### src/rtl/systolic_pkg.sv
// Shared types and helpers for the systolic array feeder and drain stages.
package systolic_pkg;

   localparam int unsigned SYS_ELEM_WIDTH = 32;

   typedef enum logic {
      FEED  = 1'b0,
      DRAIN = 1'b1
   } skew_state_e;

   // LSB position of a lane within a packed lane vector.
   function automatic int unsigned lane_lsb(input int unsigned lane, input int unsigned width);
      return lane * width;
   endfunction

endpackage

### src/rtl/skew_lane.sv
// depth_p-stage shift register of {data, valid, last}; every stage moves on adv_i.
// A bubble entering stage 0 keeps the previous data word instead of zeroing it.
module skew_lane
   import systolic_pkg::*;
#(
   parameter int unsigned width_p = SYS_ELEM_WIDTH,
   parameter int unsigned depth_p = 1
)
(
   input  logic               clk_i,
   input  logic               reset_i,
   input  logic               adv_i,
   input  logic [width_p-1:0] data_i,
   input  logic               valid_i,
   input  logic               last_i,
   output logic [width_p-1:0] data_o,
   output logic               valid_o,
   output logic               last_o
);

   logic [width_p-1:0] r_data [depth_p];
   logic [depth_p-1:0] r_valid;
   logic [depth_p-1:0] r_last;

   always_ff @(posedge clk_i or negedge reset_i) begin
      if (!reset_i) begin
         for (int unsigned k = 0; k < depth_p; k++) begin
            r_data[k] <= '0;
         end
         r_valid <= '0;
         r_last  <= '0;
      end else if (adv_i) begin
         if (valid_i) begin
            r_data[0] <= data_i;
         end
         r_valid[0] <= valid_i;
         r_last[0]  <= last_i & valid_i;
         for (int unsigned k = 1; k < depth_p; k++) begin
            r_data[k]  <= r_data[k-1];
            r_valid[k] <= r_valid[k-1];
            r_last[k]  <= r_last[k-1];
         end
      end
   end

   assign data_o  = r_data[depth_p-1];
   assign valid_o = r_valid[depth_p-1];
   assign last_o  = r_last[depth_p-1];

endmodule

### src/rtl/systolic_skew_feeder.sv
// Diagonal skew feeder for one operand side of the systolic array: lane j lags lane 0 by j advances.
// Optional stall counter output enabled by defining SKEW_FEEDER_STALL_CNT_EN.
module systolic_skew_feeder
   import systolic_pkg::*;
#(
   parameter int unsigned width_p = SYS_ELEM_WIDTH,
   parameter int unsigned lanes_p = 2
)
(
   input  logic                       clk_i,
   input  logic                       reset_i,
   input  logic [lanes_p*width_p-1:0] vec_i,
   input  logic                       vec_valid_i,
   input  logic                       vec_last_i,
   output logic                       vec_ready_o,
   output logic [lanes_p*width_p-1:0] data_o,
   output logic [lanes_p-1:0]         valid_o,
   output logic [lanes_p-1:0]         flush_o,
   input  logic [lanes_p-1:0]         ready_i
`ifdef SKEW_FEEDER_STALL_CNT_EN
   ,
   output logic [31:0]                stall_cnt_o
`endif
);

   localparam int unsigned CNT_W = (lanes_p > 1) ? $clog2(lanes_p) : 1;

   skew_state_e        r_state;
   skew_state_e        w_state_nxt;
   logic [CNT_W-1:0]   r_drain_cnt;
   logic [CNT_W-1:0]   w_cnt_nxt;
   logic               w_adv;
   logic               w_accept;
   logic [lanes_p-1:0] w_last;

   assign w_adv       = &(ready_i | ~valid_o);
   assign vec_ready_o = w_adv & (r_state == FEED);
   assign w_accept    = vec_valid_i & vec_ready_o;
   assign flush_o     = w_last & valid_o;

   for (genvar j = 0; j < lanes_p; j++) begin : g_lane
      skew_lane #(
         .width_p (width_p),
         .depth_p (j + 1)
      ) u_lane (
         .clk_i   (clk_i),
         .reset_i (reset_i),
         .adv_i   (w_adv),
         .data_i  (vec_i[lane_lsb(j, width_p) +: width_p]),
         .valid_i (w_accept),
         .last_i  (vec_last_i & w_accept),
         .data_o  (data_o[lane_lsb(j, width_p) +: width_p]),
         .valid_o (valid_o[j]),
         .last_o  (w_last[j])
      );
   end

   always_ff @(posedge clk_i or negedge reset_i) begin
      if (!reset_i) begin
         r_state     <= FEED;
         r_drain_cnt <= '0;
      end else begin
         r_state     <= w_state_nxt;
         r_drain_cnt <= w_cnt_nxt;
      end
   end

   // drain_cnt counts remaining bubble slots; leaving on the advance that
   // consumes the last one gives exactly lanes_p-1 bubbles on lane 0.
   always_comb begin
      w_state_nxt = r_state;
      w_cnt_nxt   = r_drain_cnt;
      unique case (r_state)
         FEED: begin
            if (w_accept && vec_last_i && (lanes_p > 1)) begin
               w_state_nxt = DRAIN;
               w_cnt_nxt   = CNT_W'(lanes_p - 1);
            end
         end
         DRAIN: begin
            if (w_adv) begin
               if (r_drain_cnt <= CNT_W'(1)) begin
                  w_state_nxt = FEED;
                  w_cnt_nxt   = '0;
               end else begin
                  w_cnt_nxt = r_drain_cnt - 1'b1;
               end
            end
         end
         default: begin
            w_state_nxt = FEED;
            w_cnt_nxt   = '0;
         end
      endcase
   end

`ifdef SKEW_FEEDER_STALL_CNT_EN
   logic [31:0] r_stall_cnt;

   always_ff @(posedge clk_i or negedge reset_i) begin
      if (!reset_i) begin
         r_stall_cnt <= '0;
      end else if ((|(valid_o & ~ready_i)) && (r_stall_cnt != '1)) begin
         r_stall_cnt <= r_stall_cnt + 32'd1;
      end
   end

   assign stall_cnt_o = r_stall_cnt;
`endif

endmodule

### config.mk
export PLATFORM = sky130hd
export DESIGN_NAME = systolic_skew_feeder
export DESIGN_NICKNAME = d
export VERILOG_FILES = /design/src/rtl/systolic_pkg.sv /design/src/rtl/skew_lane.sv /design/src/rtl/systolic_skew_feeder.sv
export SDC_FILE = /design/constraint.sdc
export NUM_CORES = 1
export LEC_CHECK = 0
export ABC_AREA = 1
export BUFFER_PORTS_ARGS = -buffer_cell sky130_fd_sc_hd__clkbuf_2
export CAP_MARGIN = 20
export CORE_ASPECT_RATIO = 0.6
export CORE_MARGIN = 1
export CORE_UTILIZATION = 46
export CTS_CLUSTER_SIZE = 40
export DETAILED_ROUTE_END_ITERATION = 8
export PLACE_DENSITY = 0.78
export SYNTH_ARGS = -nofsm -noshare
export SYNTH_HDL_FRONTEND = slang
export SYNTH_SLANG_ARGS = --single-unit
### constraint.sdc
create_clock -name clk_i -period 1.3 [get_ports clk_i]
set_clock_uncertainty 0.15 [all_clocks]
set_input_delay 0.13 -clock clk_i [delete_from_list [all_inputs] [get_ports clk_i]]
set_output_delay 0.13 -clock clk_i [all_outputs]
set_load 0.05 [all_outputs]
## After elaboration in Yosys (flattened, before gate mapping)

Index checks and enable logic that the tools add are counted.

| storage, ports and cells | value |
|---|---|
| flip-flop bits (word level) | 104 |
| input port bits | 70 |
| output and inout port bits | 69 |
| logic and storage cells | 33 |

| operators by class | value |
|---|---|
| add/subtract/negate cells | 1 |
| magnitude comparators | 1 |
| equal/unequal tests | 2 |
| multiplexer cells | 8 |
| bitwise logic cells | 8 |
| reduce and logical (&&, ||, !) cells | 4 |

Operators with widths:

| operator | count |
|---|---|
| 1-bit 2-to-1 mux | 6 |
| 1-bit bitwise AND | 4 |
| 2-bit by 1-bit != test with 1-bit output (second input constant) | 2 |
| 1-bit case mux with 2 select lines | 2 |
| 2-bit AND reduction | 2 |
| 3-bit AND reduction | 1 |
| 2-bit bitwise AND | 1 |
| 2-bit NOT | 1 |
| 2-bit bitwise OR | 1 |
| 1-bit <= comparator (second input constant) | 1 |
| 1-bit logical AND | 1 |
| 1-bit NOT | 1 |
| 1-bit subtractor (second input constant) | 1 |

## Logic depth before layout (Yosys ltp)

| logic depth | value |
|---|---|
| word-level depth | 8 |
| gate-level depth with buffers | 8 |
| mapped depth without buffers | 6 |

## By module

From an unflattened synthesis, not the netlist that was laid out.

| unflattened totals | value |
|---|---|
| cells, all modules | 489 |
| area, all modules | 4423.0 um^2 |

Modules (own cells, without submodules):

| module | times used | cells an instance | area an instance (um^2) | sequential area each (um^2) |
|---|---|---|---|---|
| skew_lane at g_lane[1].u_lane | 1 | 323 | 2887.8 | 1701.6 |
| skew_lane at g_lane[0].u_lane | 1 | 148 | 1427.6 | 850.8 |
| systolic_skew_feeder | 1 | 18 | 107.6 | 25.0 |

## Worst setup path before layout

Ideal clock, no wire load.

| timing | value |
|---|---|
| kind | reg-to-reg |
| from | register g_lane[1].u_lane.r_valid[1] |
| to | register g_lane[0].u_lane.r_data, in the netlist g_lane[0].u_lane.data_o[18] |
| setup time | 0.066 ns |
| arrival | 1.191 ns |
| data required time | 1.084 ns |
| path slack | -0.107 ns |
| cell stages (with the launch flop) | 7 |
| buffers on the path | 1 |
| clock period less this slack | 1.407 ns |
| path through | dfrtp_1 > nand2_2 > nand2_4 > nor2_4 > buf_2 > nand3_1 > nand2_1 |

| between the ends | value |
|---|---|
| cells in the longest elaborated chain, start to end | 6 |

Ends and longest elaborated chain:

| what | line | text |
|---|---|---|
| start, declared | skew_lane.sv:22 | `logic [depth_p-1:0] r_valid;` |
| start signal, assigned by index | skew_lane.sv:40 | `r_valid[k] <= r_valid[k-1];` |
| 2-bit NOT | systolic_skew_feeder.sv:36 | `assign w_adv = &(ready_i \| ~valid_o);` |
| 2-bit bitwise OR | systolic_skew_feeder.sv:36 |  |
| 2-bit AND reduction | systolic_skew_feeder.sv:36 |  |
| 1-bit bitwise AND | systolic_skew_feeder.sv:37 | `assign vec_ready_o = w_adv & (r_state == FEED);` |
| net vec_ready_o | systolic_skew_feeder.sv:15 | `output logic vec_ready_o,` |
| 1-bit bitwise AND | systolic_skew_feeder.sv:38 | `assign w_accept = vec_valid_i & vec_ready_o;` |
| 3-bit AND reduction (no source line) | n/a |  |
| end signal, assigned by index | skew_lane.sv:39 | `r_data[k] <= r_data[k-1];` |
| end, declared | skew_lane.sv:21 | `logic [width_p-1:0] r_data [depth_p];` |

The timed path passes the listed nets, and every way through them passes these cells.
A chain may end at the register's enable or synchronous reset.

## Worst setup path after layout

| timing | value |
|---|---|
| from | register g_lane[1].u_lane.r_valid[1] |
| to | register g_lane[1].u_lane.r_data[61] (netlist name) |

| between the ends | value |
|---|---|
| cells in the longest elaborated chain, start to end | 6 |

Ends and longest elaborated chain:

| what | line |
|---|---|
| 2-bit NOT * | systolic_skew_feeder.sv:36 |
| 2-bit bitwise OR * | systolic_skew_feeder.sv:36 |
| 2-bit AND reduction | systolic_skew_feeder.sv:36 |
| 1-bit bitwise AND | systolic_skew_feeder.sv:37 |
| 1-bit bitwise AND | systolic_skew_feeder.sv:38 |
| 3-bit AND reduction (no source line) * | n/a |
| end signal, assigned by index | skew_lane.sv:39 |
| end, declared | skew_lane.sv:21 |

Mark *: on every way between the ends. The rest lies on a longest branch, timed or not.

==> metrics.txt <==
cell accounting for the most synthesized area=dfrtp_1; final std cells w/o fill=just over 800; Layout Nets=about 750; DRT Pass-1 Iters=4; HPWL Detailed=7000 um; YS warnings=0; total CTS buffers=9; Post-synth ARST share=1.00; gpl congestion=between 0.7 and 0.8; vias in the first global route=between 4000 and 5000; gr usage total=0.286; Mean Syn Cell Area=9.28 um2; Yosys reg bits=between 100 and 150; antenna cells=0; Net Sw Frac=0.475; drt via density=about 5.0; Core ar.=0.00922 mm2; element type at the critical path end=flip-flop; Final setup viols=around 110; RSZ-0062 raised after global routing=yes; final wirelength=13600 um; Area Overhead vs Synth=57.8%; Antenna Nets Post-Route=0; die height=77.8 um; Worst EP arrival=between 1.5 and 2 ns; layout cell share with drive strength beyond 1=0.440; Synth cell types=19; register area share after synthesis=0.574; initial antenna violation count=0; Final Core Density=0.754; shortest period the worst path allows=roughly 1.6 ns; Crit Path Category=flip-flop to flip-flop; MaxCap Viol Count=0; count leader, synth=nand2_1; synth cell count leaders=233 x nand2_1, 101 x dfrtp_1, 35 x buf_4, 35 x nand3_1, 30 x nand3_2; status=complete, but fails checks; hold slack final=a little over 0.08 ns; Max Root-Sink Buffers=2; Vias=a little over 4000; DIE AREA=roughly 0.010 mm2; final-report hold violation count=0; Setup WS post-layout=-0.303 ns; Clk pwr share=0.139; I/O Buffers=between 100 and 150; Logic pwr share=0.568; wire length per cell=roughly 17 um; clock-pin slew on the worst setup and hold paths=0.06 ns; Reg power frac=0.293; Starting Density=0.478; Max-slew headroom=0.754; Static Leak=roughly 3.7 nW; Post-synth EDFFs=0; leading register cell type out of synthesis=dfrtp_1; setup TNS=-21.99 ns; placed cells=~700; largest net degree at the start of global routing=66; Die X-Extent=128 um; H-tree Lvls=3; Post-Syn Area=0.00441 mm2; Syn Nets=approximately 550; Power Dens Cells=around 2800 mW/mm2; worst hold path class=input pin to flip-flop; Cell Int Power=slightly above 10 mW; Peak supply drop=about 0.0017 V; fillers=just under 600; Final Power=between 15 and 20 mW; CTS tree=yes; worst skew pair latency=0.34 ns; Net Sw Power=roughly 9.4 mW; Area contributors post-synth=dfrtp_1 57%, nand2_1 20%, nand3_2 6.8%; FMAX=about 620 MHz; crit start category=flip-flop; CP required=around 1.4 ns; Worst Tran Pin Value=between 0.3 and 0.4 ns; DRT iter0 DRCs=between 300 and 400; Residual DRC=0; root buffer cell=clkbuf_16; final worst-path cycle share=1.23; # rows=27; CP max FO=9; Final Max Tran Viols=0; Synth top area share=0.574; # IOs=around 140; Syn Inst Count=around 480; global route overflow=0; clk sink count=about 100; violated checks=negative setup slack; first-pass GRT wire length=about 22000 um
==> routing by layer <==
layer  share of wire  GRT usage  wire length [um]  vias up
li1                -          -                 -     1862
met1            0.43      0.366              5830     1983
met2            0.48      0.472              6530      176
met3           0.073     0.0786               993       23
met4           0.017     0.0918               235        0
met5               0          0                 0        -
==> repair_timing <==
action | CTS | global route
endpoints found under the hold margin | 168 | 0
buffers inserted | 12 | 8
endpoints found under the setup margin | 92 | 132
hold buffers | 67 | 0
pin swaps | 4 | 22
cloned | 11 | 2
gates resized for setup | 32 | 139
==> layout make-up <==
| type | instances | area, um2 | area share |
|---|---|---|---|
| Multi-Input combinational cell | 306 | 1640 | 0.236 |
| Inverter | 7 | 38.8 | 0.00558 |
| Sequential cell | 101 | 2530 | 0.363 |
| Tap cell | 130 | 163 | 0.0234 |
| Clock buffer | 13 | 260 | 0.0374 |
| Clock inverter | 3 | 43.8 | 0.00630 |
| Timing Repair Buffer | 252 | 2280 | 0.328 |
==> layout by cell type (no fill, tap or decap), drive strengths merged <==
cell type	Yosys	final
nand2	236	236
inv	7	6
bufinv	0	1
clkbuf	1	129
a21oi	1	1
dfrtp	101	101
nor2	2	2
clkinv	0	3
nand3	65	65
buf	60	69
o21ai	1	1
dlygate4sd3	0	67
nand4	1	1
==> state kept, by name (all words and copies together) (netlist names) <==
register,cells
r_state,1
g_lane.u_lane.r_last,2
g_lane.u_lane.data_o,64
g_lane.u_lane.r_data,32
g_lane.u_lane.r_valid,2
==> worst max-delay path: stages, from the launching register on <==
cell	delay, ns
dfrtp_1	0.40
nand2_2	0.11
buf_6	0.11
nand4_1	0.13
buf_6	0.19
buf_12	0.15
buf_16	0.15
nand2_1	0.06
nand2_1	0.05
==> power by group through the flow <==
stage          sequential [mW]  clock, mW  combinational [mW]
5_1_grt                   5.93       2.92                11.9
3_3_place_gp              5.48          0                8.15
3_5_place_dp              5.53          0                8.34
2_1_floorplan             7.03          0                5.36
4_1_cts                   5.53       2.77                10.2
6_report                  5.79       2.74                11.2
==> through the flow <==
step / setup WS (ns) / instance area, um2
after floorplan: 0.00226 / 4410
after global placement: -0.0179 / 5060
after detailed placement: -0.108 / 5060
after CTS: -0.262 / 6590
after global routing: -0.383 / 6960
final: -0.303 / 6960
==> final timing paths <==
check	start	endpoint	slack, ns	cells after the start
worst max-delay path	g_lane[1].u_lane.r_valid[1]	g_lane[1].u_lane.r_data[61]	-0.30	8
worst min-delay path	ready_i[1]	g_lane[1].u_lane.r_valid[1]	0.08	5
worst max register to register	g_lane[1].u_lane.r_valid[1]	g_lane[1].u_lane.r_data[61]	-0.30	8
worst min register to register	g_lane[1].u_lane.r_data[48]	g_lane[1].u_lane.data_o[16]	0.33	2
max in group asynchronous	reset_i	g_lane[0].u_lane.data_o[29]	0.37	3
min in group asynchronous	reset_i	g_lane[1].u_lane.data_o[14]	0.11	2
==> kinds of logic after synthesis <==
kind of cell / share of synthesized area
flops: 0.574
compound gates: 0.00227
simple gates: 0.317
buf+inv: 0.108
(Power assumes the default switching activity.)
